==> src/rtl/deserializer_stream.sv <==
// Narrow-beat to word deserializer: packs LANES-bit beats into DATA_WIDTH-bit words
// and presents each word through a one-entry valid/ready register with sticky overflow.
module deserializer_stream #(
    parameter int DATA_WIDTH = 8,
    parameter int LANES      = 1,
    parameter bit MSB_FIRST  = 1'b0
) (
    input  logic                                       i_clk,
    input  logic                                       i_rst_n,
    input  logic                                       i_wen,
    input  logic [LANES-1:0]                           i_data,
    input  logic                                       i_flush,
    input  logic                                       i_ovf_clr,
    input  logic                                       i_ready,
    output logic [DATA_WIDTH-1:0]                      o_data,
    output logic                                       o_valid,
    output logic [$clog2(DATA_WIDTH/LANES+1)-1:0]      o_count,
    output logic                                       o_overflow
);

    localparam int BEATS   = DATA_WIDTH / LANES;
    localparam int CNT_W   = (BEATS > 1) ? $clog2(BEATS) : 1;
    localparam int COUNT_W = $clog2(BEATS + 1);
    localparam logic [CNT_W-1:0] LAST_BEAT = CNT_W'(BEATS - 1);

    generate
        if (LANES < 1 || LANES > DATA_WIDTH || (DATA_WIDTH % LANES) != 0) begin : g_bad_params
            $error("deserializer_stream: DATA_WIDTH must be a positive multiple of LANES");
        end
    endgenerate

    logic [CNT_W-1:0]      cnt_q;
    logic [CNT_W-1:0]      cnt_d;
    logic [DATA_WIDTH-1:0] word_q;
    logic [DATA_WIDTH-1:0] word_d;
    logic [DATA_WIDTH-1:0] word_ins;

    logic accept;
    logic complete;
    logic handshake;
    logic load;
    logic drop;

    // Flush beats any same-cycle write; a discarded beat can never complete a word.
    assign accept    = i_wen && !i_flush;
    assign complete  = accept && (cnt_q == LAST_BEAT);
    assign handshake = o_valid && i_ready;
    assign load      = complete && (!o_valid || i_ready);
    assign drop      = complete && o_valid && !i_ready;

    // Partial word with the current beat inserted; on completion this is the full word.
    generate
        if (MSB_FIRST) begin : g_msb
            if (LANES == DATA_WIDTH) begin : g_single
                assign word_ins = i_data;
            end else begin : g_shift
                assign word_ins = {word_q[DATA_WIDTH-LANES-1:0], i_data};
            end
        end else begin : g_lsb
            // NOTE: every variable assigned in always_comb gets a default first, otherwise
            // a path that skips the assignment infers a latch.
            always_comb begin
                word_ins = word_q;
                for (int k = 0; k < BEATS; k++) begin
                    if (cnt_q == CNT_W'(k)) begin
                        word_ins[k*LANES +: LANES] = i_data;
                    end
                end
            end
        end
    endgenerate

    always_comb begin
        cnt_d  = cnt_q;
        word_d = word_q;
        if (i_flush) begin
            cnt_d  = '0;
            word_d = '0;
        end else if (accept) begin
            word_d = word_ins;
            cnt_d  = complete ? '0 : cnt_q + CNT_W'(1);
        end
    end

    // NOTE: sequential state uses non-blocking assignments so every register samples
    // the pre-edge values regardless of statement order.
    always_ff @(posedge i_clk or negedge i_rst_n) begin
        if (!i_rst_n) begin
            cnt_q  <= '0;
            word_q <= '0;
        end else begin
            cnt_q  <= cnt_d;
            word_q <= word_d;
        end
    end

    // Output register: a completion during a handshake refills it with no bubble.
    always_ff @(posedge i_clk or negedge i_rst_n) begin
        if (!i_rst_n) begin
            o_data  <= '0;
            o_valid <= 1'b0;
        end else if (load) begin
            o_data  <= word_ins;
            o_valid <= 1'b1;
        end else if (handshake) begin
            o_valid <= 1'b0;
        end
    end

    // A new overflow takes priority over a simultaneous clear.
    always_ff @(posedge i_clk or negedge i_rst_n) begin
        if (!i_rst_n) begin
            o_overflow <= 1'b0;
        end else if (drop) begin
            o_overflow <= 1'b1;
        end else if (i_ovf_clr) begin
            o_overflow <= 1'b0;
        end
    end

    assign o_count = COUNT_W'(cnt_q);

endmodule

==> config.mk <==
export PLATFORM = sky130hd
export DESIGN_NAME = deserializer_stream
export DESIGN_NICKNAME = d
export VERILOG_FILES = /design/src/rtl/deserializer_stream.sv
export SDC_FILE = /design/constraint.sdc
export NUM_CORES = 1
export LEC_CHECK = 0
export ABC_AREA = 1
export BUFFER_PORTS_ARGS = -buffer_cell sky130_fd_sc_hd__buf_4
export CAP_MARGIN = 20
export CORE_MARGIN = 4
export CORE_UTILIZATION = 50
export CTS_CLUSTER_SIZE = 24
export DETAILED_ROUTE_END_ITERATION = 16
export PLACE_DENSITY = 0.81
export SLEW_MARGIN = 25
export SYNTH_ARGS = -nofsm -noshare
export SYNTH_HDL_FRONTEND = slang
export SYNTH_SLANG_ARGS = --single-unit
export TNS_END_PERCENT = 10
==> constraint.sdc <==
create_clock -name i_clk -period 3.3 [get_ports i_clk]
set_input_delay 0.495 -clock i_clk [delete_from_list [all_inputs] [get_ports i_clk]]
set_output_delay 0.495 -clock i_clk [all_outputs]
set_load 0.01 [all_outputs]
==> metrics.txt, run 1 <==
# TYPE chip_impl_metric gauge
chip_impl_info{name="run_status",value="completed"} 1
chip_impl_metric{name="grt_start_max_net_pins",unit=""} 22
chip_impl_metric{name="grt.overflow.total",unit=""} 0
chip_impl_metric{name="ir_drop_worst_vdd",unit="mV"} 0.200
chip_impl_metric{name="post-route-drc-count",unit=""} 0
chip_impl_metric{name="grt_pass1_wl",unit="µm"} 3430
chip_impl_metric{name="dr_total_vias",unit=""} 836
chip_impl_metric{name="ys_warn_count",unit=""} 0
chip_impl_metric{name="r2r.worst_path.cells",unit=""} 6
chip_impl_metric{name="stdcell_area",unit="µm²"} 1240
chip_impl_metric{name="setup_viol",unit=""} 0
chip_impl_metric{name="wl_per_cell",unit="µm"} 11.0
chip_impl_metric{name="slew_viol_final",unit=""} 0
chip_impl_metric{name="synthCells",unit=""} 132
chip_impl_metric{name="synth_largest_type_area_fraction",unit="%"} 49.5
chip_impl_metric{name="die_area",unit="µm²"} 2920
chip_impl_metric{name="detail_route.vias_per_cell",unit=""} 4.67
chip_impl_metric{name="design.portCount",unit=""} 21
chip_impl_metric{name="synth_seq_area_share",unit="%"} 49.5
chip_impl_metric{name="critPathRequiredTime",unit="ns"} 2.80
chip_impl_metric{name="swShare",unit="%"} 24.7
chip_impl_info{name="start_kind",value="flip-flop"} 1
chip_impl_metric{name="synth_cell_types",unit=""} 18
chip_impl_info{name="cts.root.buffer_cell",value="sky130_fd_sc_hd__clkbuf_4"} 1
chip_impl_metric{name="post_route_cells_drive_above_1_share",unit="%"} 19.7
chip_impl_info{name="tritoncts",value="yes"} 1
chip_impl_metric{name="num-fill-cells",unit=""} 179
chip_impl_metric{name="cts-resized-gates",unit=""} 0
chip_impl_metric{name="first_global_vias",unit=""} 799
chip_impl_metric{name="area_growth",unit="%"} 16.9
chip_impl_info{name="hold_crit_class",value="input port to asynchronous set/reset pin"} 1
chip_impl_info{name="layout_common_cells",value="sky130_fd_sc_hd__nand2_1, sky130_fd_sc_hd__dfrtp_1, sky130_fd_sc_hd__buf_4, sky130_fd_sc_hd__inv_1"} 1
chip_impl_metric{name="holdBufCountCts",unit=""} 0
chip_impl_metric{name="register_to_register_setup_slack",unit="ns"} 1.87
chip_impl_info{name="synth_area_leaders",value="sky130_fd_sc_hd__dfrtp_1, sky130_fd_sc_hd__nand2_1, sky130_fd_sc_hd__ha_1, sky130_fd_sc_hd__inv_1, sky130_fd_sc_hd__nand3_1"} 1
chip_impl_metric{name="drt_pass1_iterations",unit=""} 4
chip_impl_metric{name="cts_num_sinks",unit=""} 21
chip_impl_metric{name="power_switching",unit="mW"} 0.107
chip_impl_metric{name="first_iter_violations",unit=""} 6
chip_impl_metric{name="antenna_left",unit=""} 0
chip_impl_metric{name="crit_path_max_incr_delay",unit="ns"} 0.53
chip_impl_metric{name="cts_inserted_buffers",unit=""} 3
chip_impl_info{name="end_kind",value="output port"} 1
chip_impl_metric{name="final_nets",unit=""} 166
chip_impl_metric{name="power.share.combinational",unit="%"} 10.9
chip_impl_metric{name="post_route_setup_tns",unit="ns"} 0
chip_impl_metric{name="ctsHtreeMaxLevel",unit=""} 1
chip_impl_metric{name="power.sequential.fraction",unit="%"} 61.3
chip_impl_metric{name="place.detailed.hpwl",unit="µm"} 1530
chip_impl_metric{name="max_cap_viol_count",unit=""} 0
chip_impl_info{name="crit_path_cell_trace",value="buf_4"} 1
chip_impl_metric{name="fin_skew",unit="ns"} 0.00262
chip_impl_info{name="layout.cells.most_common",value="sky130_fd_sc_hd__nand2_1"} 1
chip_impl_metric{name="synth_area_per_cell",unit="µm²"} 8.04
chip_impl_metric{name="finalWorstPathRequiredPeriod",unit="ns"} 1.52
chip_impl_metric{name="cts.clk_slew.worst_paths",unit="ns"} 0.11
chip_impl_metric{name="finalWirelength",unit="µm"} 1970
chip_impl_metric{name="intPower",unit="mW"} 0.326
chip_impl_metric{name="power",unit="mW"} 0.433
chip_impl_metric{name="critical_path_peak_fanout",unit=""} 9
chip_impl_metric{name="post_cts_setup_inserts",unit=""} 0
chip_impl_info{name="critical_path_start_end_classification",value="flip-flop to output port"} 1
chip_impl_metric{name="seq_area",unit="µm²"} 526
chip_impl_metric{name="fp.coreArea",unit="µm²"} 1980
chip_impl_metric{name="initial_core_util",unit="%"} 53.5
chip_impl_metric{name="critPathBufInv",unit=""} 1
chip_impl_metric{name="placedInstanceArea",unit="µm²"} 1210
chip_impl_metric{name="power-per-cell-area",unit="nW/µm²"} 349
chip_impl_metric{name="multi_input_area",unit="µm²"} 470
chip_impl_metric{name="max_fclk",unit="MHz"} 659
chip_impl_metric{name="cp.arrival",unit="ns"} 1.02
chip_impl_metric{name="placementRows",unit=""} 16
chip_impl_metric{name="clock_tree.buffer_depth",unit=""} 2
chip_impl_metric{name="antenna_violations_before_repair",unit=""} 0
chip_impl_info{name="rsz_0062_raised_after_global_routing",value="no"} 1
chip_impl_metric{name="power.share.clock",unit="%"} 27.8
chip_impl_metric{name="place.gp.congestion",unit=""} 0.836
chip_impl_metric{name="grt.total_usage",unit="%"} 16.2
chip_impl_metric{name="num_antenna_cells",unit=""} 0
chip_impl_metric{name="timing_hold_violations_final",unit=""} 0
chip_impl_metric{name="clock_latency",unit="ns"} 0.30
chip_impl_metric{name="die_x",unit="µm"} 54.1
chip_impl_metric{name="crit_cells",unit=""} 1
chip_impl_metric{name="number_of_buffers_inserted_by_port_buffering",unit=""} 19
chip_impl_metric{name="postSynthNetCount",unit=""} 145
chip_impl_info{name="yosys.area.top_type",value="sky130_fd_sc_hd__dfrtp_1"} 1
chip_impl_metric{name="cellLeakagePower",unit="nW"} 0.693
chip_impl_metric{name="fin_crit_sh",unit="%"} 46.0
chip_impl_metric{name="yosys_register_bits",unit=""} 21
chip_impl_metric{name="die_height",unit="µm"} 54.1
chip_impl_info{name="path_delay_family",value="flip-flops"} 1
chip_impl_metric{name="synthesis.area",unit="µm²"} 1060
chip_impl_info{name="critical-path-slowest-cell",value="sky130_fd_sc_hd__dfrtp_1"} 1
==> worst register-to-register path, delay by kind of cell (launching register included) <==
kind                     cells  cell delay, ns
adder cells (fa/ha/maj)      2            0.47
flip-flops                   1            0.43
AND/OR/NAND/NOR              4            0.49
==> worst paths after layout <==
| check | start | end |
|---|---|---|
| worst max-delay path | cnt_q[2] | o_count[2] |
| worst min-delay path | i_rst_n | o_data[3] |
| worst max register to register | cnt_q[0] | o_data[3] |
| worst min register to register | word_q[5] | word_q[5] |
| max in group asynchronous | i_rst_n | word_q[0] |
| min in group i_clk | i_ovf_clr | o_overflow |
==> power by group through the flow <==
stage	clock, mW	sequential (mW)	combinational [mW]
global route	0.136	0.266	0.0544
global placement	0	0.270	0.0465
CTS	0.126	0.266	0.0478
floorplan	0	0.271	0.0272
detailed placement	0	0.271	0.0476
finish	0.120	0.266	0.0470
==> state kept, by name, summed over array words and instances, names as in the netlist <==
register and flops:
o_data 8, o_overflow 1, word_q 8, o_valid 1, cnt_q 3
==> layer usage <==
| metal | vias to the layer above | GRT usage (%) | wire (µm) |
|---|---|---|---|
| met3 | 5 | 3.05 | 133 |
| met1 | 365 | 21.1 | 925 |
| met2 | 22 | 26.6 | 873 |
| met5 | - | 0 | 0 |
| li1 | 444 | - | - |
| met4 | 0 | 6.22 | 40 |
==> synth_stat cells <==
cell,number
sky130_fd_sc_hd__ha_1,6
sky130_fd_sc_hd__dfrtp_1,21
sky130_fd_sc_hd__nor2_1,2
sky130_fd_sc_hd__buf_6,1
sky130_fd_sc_hd__conb_1,1
sky130_fd_sc_hd__buf_2,1
sky130_fd_sc_hd__inv_2,2
sky130_fd_sc_hd__o22ai_1,2
sky130_fd_sc_hd__nor2_2,1
sky130_fd_sc_hd__nand2_1,69
sky130_fd_sc_hd__nor2_4,2
sky130_fd_sc_hd__nand3_1,6
sky130_fd_sc_hd__nand3_2,2
sky130_fd_sc_hd__buf_4,1
sky130_fd_sc_hd__o21ai_2,1
sky130_fd_sc_hd__inv_1,9
sky130_fd_sc_hd__o21ai_1,3
sky130_fd_sc_hd__o21ai_0,2
==> cell type report <==
class	count	share of cell area, %
Timing Repair Buffer	19	11.5
Sequential cell	21	42.4
Multi-Input combinational cell	97	37.9
Inverter	11	3.33
Clock buffer	4	2.12
Tap cell	27	2.72
==> metrics by stage <==
step	worst slack [ns]	cells	utilization (%)	hold WS, ns
3_3_place_gp	1.93	175	61.2	0.390
3_5_place_dp	1.89	175	61.2	0.393
4_1_cts	1.78	179	62.6	0.0518
6_report	1.78	179	62.6	0.0488
2_1_floorplan	1.98	132	-	0.199
5_1_grt	1.71	179	62.6	0.0546
==> cell families (layout without fill, tap and decap cells) <==
family	count (synthesis)	in the layout	synth area share, %
AOI/OAI and AO/OA	8	8	4.36
other	1	1	0.353
DFF	21	21	49.5
and+or+nand+nor	82	82	32.5
buffers and inverters	14	34	6.13
adders and majority gates	6	6	7.08
Power figures use the tool's default switching activity.
==> inputs of run 2 (changes only) <==
clock period = 1.53 ns   (was 3.3 ns; I/O delays follow)
==> metrics.txt, run 2 (same netlist as run 1, synthesis figures left out) <==
# TYPE chip_impl_metric gauge
chip_impl_metric{name="max_cap_viol_count",unit=""} 0
chip_impl_metric{name="num-fill-cells",unit=""} 181
chip_impl_metric{name="critPathRequiredTime",unit="ns"} 1.78
chip_impl_metric{name="critical_path_peak_fanout",unit=""} 8
chip_impl_metric{name="fin_skew",unit="ns"} 0.00175
chip_impl_metric{name="setup_viol",unit=""} 0
chip_impl_metric{name="post_route_cells_drive_above_1_share",unit="%"} 20.8
chip_impl_info{name="layout.cells.most_common",value="sky130_fd_sc_hd__nand2_1"} 1
chip_impl_metric{name="dr_total_vias",unit=""} 870
chip_impl_info{name="timing.critical_path.mode_cell",value="sky130_fd_sc_hd__nand2_1"} 1
chip_impl_metric{name="detail_route.vias_per_cell",unit=""} 4.81
chip_impl_metric{name="grt_start_max_net_pins",unit=""} 22
chip_impl_info{name="start_kind",value="flip-flop"} 1
chip_impl_metric{name="cts.clk_slew.worst_paths",unit="ns"} 0.11
chip_impl_info{name="tritoncts",value="yes"} 1
chip_impl_metric{name="crit_path_max_incr_delay",unit="ns"} 0.42
chip_impl_info{name="critical_path_start_end_classification",value="flip-flop to flip-flop"} 1
chip_impl_metric{name="ir_drop_worst_vdd",unit="mV"} 0.483
chip_impl_info{name="layout_common_cells",value="sky130_fd_sc_hd__nand2_1, sky130_fd_sc_hd__dfrtp_1, sky130_fd_sc_hd__buf_4, sky130_fd_sc_hd__inv_1, sky130_fd_sc_hd__nand3_1"} 1
chip_impl_metric{name="die_x",unit="µm"} 54.1
chip_impl_metric{name="die_height",unit="µm"} 54.1
chip_impl_metric{name="cellLeakagePower",unit="nW"} 0.700
chip_impl_metric{name="num_antenna_cells",unit=""} 0
chip_impl_info{name="crit_path_cell_trace",value="ha_1 > ha_2 > nand3_2 > nor2_4 > nand2_1 > nand2_1"} 1
chip_impl_metric{name="place.gp.congestion",unit=""} 0.826
chip_impl_info{name="critical-path-slowest-cell",value="sky130_fd_sc_hd__dfrtp_1"} 1
chip_impl_metric{name="clock_latency",unit="ns"} 0.30
chip_impl_info{name="cts.root.buffer_cell",value="sky130_fd_sc_hd__clkbuf_4"} 1
chip_impl_metric{name="final_cells",unit=""} 181
chip_impl_metric{name="fp.coreArea",unit="µm²"} 1980
chip_impl_metric{name="cts_num_sinks",unit=""} 21
chip_impl_metric{name="cp.arrival",unit="ns"} 1.63
chip_impl_metric{name="slew_viol_final",unit=""} 0
chip_impl_metric{name="power-per-cell-area",unit="nW/µm²"} 751
chip_impl_metric{name="first_iter_violations",unit=""} 24
chip_impl_metric{name="cts_inserted_buffers",unit=""} 3
chip_impl_info{name="hold_crit_class",value="input port to flip-flop"} 1
chip_impl_metric{name="initial_core_util",unit="%"} 53.5
chip_impl_metric{name="die_area",unit="µm²"} 2920
chip_impl_metric{name="finalWorstPathRequiredPeriod",unit="ns"} 1.38
chip_impl_metric{name="post_route_setup_tns",unit="ns"} 0
chip_impl_info{name="reg.largest.list",value="o_data (8), word_q (8), cnt_q (3)"} 1
chip_impl_metric{name="max_fclk",unit="MHz"} 724
chip_impl_metric{name="antenna_left",unit=""} 0
chip_impl_metric{name="ctsHtreeMaxLevel",unit=""} 1
chip_impl_metric{name="drt_pass1_iterations",unit=""} 4
chip_impl_metric{name="number_of_buffers_inserted_by_port_buffering",unit=""} 19
chip_impl_info{name="run_status",value="completed"} 1
chip_impl_metric{name="wl_per_cell",unit="µm"} 11.4
chip_impl_metric{name="antenna_violations_before_repair",unit=""} 0
chip_impl_metric{name="area_growth",unit="%"} 18.8
chip_impl_metric{name="timing_hold_violations_final",unit=""} 0
chip_impl_metric{name="final_nets",unit=""} 168
chip_impl_metric{name="placed_cells",unit=""} 175
chip_impl_metric{name="placementRows",unit=""} 16
chip_impl_metric{name="clock_tree.buffer_depth",unit=""} 2
chip_impl_metric{name="fin_crit_sh",unit="%"} 90.3
chip_impl_metric{name="place.detailed.hpwl",unit="µm"} 1560
chip_impl_metric{name="placedInstanceArea",unit="µm²"} 1210
chip_impl_metric{name="finalCoreUtilization",unit="%"} 63.6
chip_impl_metric{name="finalWirelength",unit="µm"} 2070
chip_impl_metric{name="grt_pass1_wl",unit="µm"} 3620
chip_impl_metric{name="post-route-drc-count",unit=""} 0
chip_impl_info{name="end_kind",value="flip-flop"} 1
chip_impl_info{name="rsz_0062_raised_after_global_routing",value="no"} 1
chip_impl_metric{name="first_global_vias",unit=""} 841
chip_impl_metric{name="design.portCount",unit=""} 21
chip_impl_metric{name="grt.overflow.total",unit=""} 0
chip_impl_metric{name="stdcell_area",unit="µm²"} 1260
chip_impl_metric{name="grt.total_usage",unit="%"} 17.1
[run 2: cell types whose count changed in the layout (fill, tap and decap cells not counted), sizes merged]
cell / change
dlygate4sd3: +1
buf: +1
[run 2: final timing paths]
| path | startpoint | end | slack, ns | cells past startpoint |
|---|---|---|---|---|
| worst max register to register | cnt_q[1] | o_data[7] | 0.15 | 6 |
| min in group asynchronous | i_rst_n | o_overflow | 0.34 | 2 |
| worst max-delay path | cnt_q[1] | o_data[7] | 0.15 | 6 |
| worst min-delay path | i_ovf_clr | o_overflow | 0.10 | 2 |
| max in group asynchronous | i_rst_n | word_q[0] | 0.98 | 2 |
| worst min register to register | o_data[7] | o_data[7] | 0.49 | 2 |
[run 2: layer usage]
layer  GRT usage [%]  wire length [µm]  vias to the layer above
li1                -                 -                      447
met1            21.7               955                      400
met2            28.8               971                       19
met3            2.49               114                        4
met4            7.47                32                        0
met5               0                 0                        -
[run 2: power by group]
part | switching, mW | total (mW) | internal (mW)
sequential | 0.00806 | 0.572 | 0.564
combinational | 0.0661 | 0.108 | 0.0421
clock | 0.164 | 0.265 | 0.102
[run 2: worst max-delay path: cells and delay by family (launching register included)]
family	cells	cell delay [ns]
adder cells (fa/ha/maj)	2	0.46
flip-flops	1	0.42
AND/OR/NAND/NOR	4	0.45
[run 2: final cells by class]
| type | instances | area, µm² | share of cell area (%) |
|---|---|---|---|
| inverters | 11 | 41.3 | 3.28 |
| clock buffers | 4 | 26.3 | 2.09 |
| well taps | 27 | 33.8 | 2.68 |
| multi-input cells | 97 | 473 | 37.5 |
| flip-flops and latches | 21 | 526 | 41.7 |
| repair buffers | 21 | 160 | 12.7 |
[run 2: timing repair]
item / 4_1_cts / 5_1_grt
setup buffers: 0 / 1
hold buffers: 1 / 0
resized for setup: 0 / 1
hold endpoints to repair: 21 / 0
endpoints found under the setup margin: 0 / 9
[run 2: through the flow]
| step | hold slack (ns) | setup WS [ns] | power [mW] |
|---|---|---|---|
| after detailed placement | 0.128 | 0.106 | 0.687 |
| final | 0.101 | 0.148 | 0.946 |
| after global routing | 0.0881 | 0.0174 | 0.994 |
| after floorplan | -0.0661 | 0.213 | 0.644 |
| after global placement | 0.125 | 0.181 | 0.683 |
| after CTS | 0.100 | 0.0821 | 0.948 |
==> inputs of run 3 (changes only) <==
CORE_UTILIZATION = 53   (was 50)
PLACE_DENSITY = 0.85   (was 0.81)
==> metrics.txt, run 3 (same netlist as run 1, synthesis figures left out) <==
# TYPE chip_impl_metric gauge
chip_impl_metric{name="cts_inserted_buffers",unit=""} 3
chip_impl_metric{name="first_global_vias",unit=""} 818
chip_impl_metric{name="grt.total_usage",unit="%"} 16.5
chip_impl_metric{name="setup_viol",unit=""} 0
chip_impl_metric{name="cts.clk_slew.worst_paths",unit="ns"} 0.11
chip_impl_metric{name="fin_crit_sh",unit="%"} 91.5
chip_impl_metric{name="place.detailed.hpwl",unit="µm"} 1490
chip_impl_info{name="start_kind",value="flip-flop"} 1
chip_impl_info{name="run_status",value="completed"} 1
chip_impl_metric{name="post_cts_setup_inserts",unit=""} 0
chip_impl_metric{name="fin_skew",unit="ns"} 0.00345
chip_impl_metric{name="critPathRequiredTime",unit="ns"} 1.77
chip_impl_metric{name="swShare",unit="%"} 25.2
chip_impl_metric{name="placed_cells",unit=""} 173
chip_impl_metric{name="design.portCount",unit=""} 21
chip_impl_metric{name="max_fclk",unit="MHz"} 715
chip_impl_info{name="hold_crit_class",value="input port to flip-flop"} 1
chip_impl_metric{name="fp.coreArea",unit="µm²"} 1800
chip_impl_metric{name="die_x",unit="µm"} 52.7
chip_impl_metric{name="slew_viol_final",unit=""} 0
chip_impl_metric{name="max_cap_viol_count",unit=""} 0
chip_impl_metric{name="num_antenna_cells",unit=""} 0
chip_impl_metric{name="die_height",unit="µm"} 52.7
chip_impl_metric{name="grt_pass1_wl",unit="µm"} 3390
chip_impl_metric{name="stdcell_area",unit="µm²"} 1250
chip_impl_info{name="cts.root.buffer_cell",value="sky130_fd_sc_hd__clkbuf_4"} 1
chip_impl_metric{name="power_switching",unit="mW"} 0.238
chip_impl_metric{name="cts_num_sinks",unit=""} 21
chip_impl_metric{name="finalWorstPathRequiredPeriod",unit="ns"} 1.40
chip_impl_metric{name="final_cells",unit=""} 178
chip_impl_metric{name="antenna_left",unit=""} 0
chip_impl_metric{name="post-route-drc-count",unit=""} 0
chip_impl_info{name="critical-path-slowest-cell",value="sky130_fd_sc_hd__dfrtp_2"} 1
chip_impl_metric{name="first_iter_violations",unit=""} 21
chip_impl_metric{name="crit_path_max_incr_delay",unit="ns"} 0.46
chip_impl_metric{name="timing_hold_violations_final",unit=""} 0
chip_impl_metric{name="post_route_setup_tns",unit="ns"} 0
chip_impl_metric{name="ctsHtreeMaxLevel",unit=""} 1
chip_impl_metric{name="post_route_cells_drive_above_1_share",unit="%"} 20.9
chip_impl_metric{name="power-per-cell-area",unit="nW/µm²"} 754
chip_impl_info{name="end_kind",value="flip-flop"} 1
chip_impl_info{name="critical_path_start_end_classification",value="flip-flop to flip-flop"} 1
chip_impl_metric{name="placedInstanceArea",unit="µm²"} 1210
chip_impl_info{name="layout_common_cells",value="sky130_fd_sc_hd__nand2_1, sky130_fd_sc_hd__dfrtp_1, sky130_fd_sc_hd__buf_4, sky130_fd_sc_hd__inv_1, sky130_fd_sc_hd__nand3_1"} 1
chip_impl_metric{name="cp.arrival",unit="ns"} 1.64
chip_impl_info{name="rsz_0062_raised_after_global_routing",value="no"} 1
chip_impl_metric{name="ir_drop_worst_vdd",unit="mV"} 0.546
chip_impl_metric{name="die_area",unit="µm²"} 2780
chip_impl_metric{name="wl_per_cell",unit="µm"} 11.3
chip_impl_metric{name="power.share.clock",unit="%"} 28.0
chip_impl_metric{name="clock_tree.buffer_depth",unit=""} 2
chip_impl_info{name="crit_path_cell_trace",value="ha_1 > ha_2 > o21ai_0 > nand2_1 > o21ai_2"} 1
chip_impl_metric{name="place.gp.congestion",unit=""} 0.841
chip_impl_info{name="reg.largest.list",value="o_data (8), word_q (8), cnt_q (3)"} 1
chip_impl_metric{name="finalWirelength",unit="µm"} 2020
chip_impl_info{name="tritoncts",value="yes"} 1
chip_impl_metric{name="cellLeakagePower",unit="nW"} 0.693
chip_impl_metric{name="clock_latency",unit="ns"} 0.30
chip_impl_metric{name="detail_route.vias_per_cell",unit=""} 5.12
chip_impl_metric{name="initial_core_util",unit="%"} 58.9
chip_impl_metric{name="dr_total_vias",unit=""} 912
chip_impl_metric{name="hold_ws",unit="ns"} 0.102
chip_impl_info{name="layout.cells.most_common",value="sky130_fd_sc_hd__nand2_1"} 1
chip_impl_metric{name="intPower",unit="mW"} 0.706
chip_impl_metric{name="number_of_buffers_inserted_by_port_buffering",unit=""} 19
chip_impl_metric{name="drt_pass1_iterations",unit=""} 4
chip_impl_metric{name="grt.overflow.total",unit=""} 0
chip_impl_metric{name="final_nets",unit=""} 167
chip_impl_metric{name="placementRows",unit=""} 15
chip_impl_metric{name="power",unit="mW"} 0.944
chip_impl_metric{name="grt_start_max_net_pins",unit=""} 22
chip_impl_metric{name="power.share.combinational",unit="%"} 11.2
chip_impl_metric{name="power.sequential.fraction",unit="%"} 60.8
chip_impl_metric{name="critical_path_peak_fanout",unit=""} 5
chip_impl_metric{name="area_growth",unit="%"} 17.9
chip_impl_metric{name="register_to_register_setup_slack",unit="ns"} 0.13
chip_impl_metric{name="antenna_violations_before_repair",unit=""} 0
==> run 3: path summary, 6_finish.rpt <==
| path | startpoint | endpoint | cells past startpoint |
|---|---|---|---|
| hold reg to reg | o_data[3] | o_data[3] | 2 |
| hold / removal | i_ovf_clr | o_overflow | 2 |
| setup reg to reg | cnt_q[0] | word_q[7] | 5 |
| min in group asynchronous | i_rst_n | cnt_q[1] | 2 |
| max in group asynchronous | i_rst_n | cnt_q[0] | 2 |
| setup / recovery | cnt_q[0] | word_q[7] | 5 |
==> run 3: layout make-up <==
type | instances | area [µm²]
timing repair buffer | 20 | 153
clock buffer | 4 | 26.3
fill | 151 | 551
inverter | 11 | 41.3
sequential | 21 | 527
tap | 25 | 31.3
multi-input combinational | 97 | 473
==> run 3: routing by layer <==
metal	share of wire, %	GRT usage, %
met4	1.6	6.81
met5	0	0
met2	46	26.7
met3	6.8	3.13
met1	46	21.4
==> run 3: worst max-delay path, delay by kind of cell, from the launching register on <==
family | cells | cell delay (ns)
DFF | 1 | 0.46
and+or+nand+nor | 1 | 0.10
AOI/OAI and AO/OA | 2 | 0.31
adders and majority gates | 2 | 0.46
==> run 3: what timing repair did <==
action | 4_1_cts | 5_1_grt
hold buffers | 1 | 0
resized for setup | 0 | 2
setup endpoints to repair | 0 | 9
hold endpoints to repair | 21 | 0
==> run 3: metrics by stage <==
stage,utilization [%],setup slack [ns]
after floorplan,-,0.213
after global placement,67.2,0.195
after detailed placement,67.2,0.0924
after CTS,69.2,0.0630
after global routing,69.4,0.0234
final,69.4,0.131
==> run 3: power groups by stage <==
| stage | clock, mW | sequential (mW) | combinational [mW] |
|---|---|---|---|
| final | 0.264 | 0.574 | 0.105 |
| after global routing | 0.291 | 0.576 | 0.120 |
| after CTS | 0.274 | 0.574 | 0.106 |
| after detailed placement | 0 | 0.584 | 0.103 |
| after global placement | 0 | 0.583 | 0.101 |
| after floorplan | 0 | 0.585 | 0.0587 |
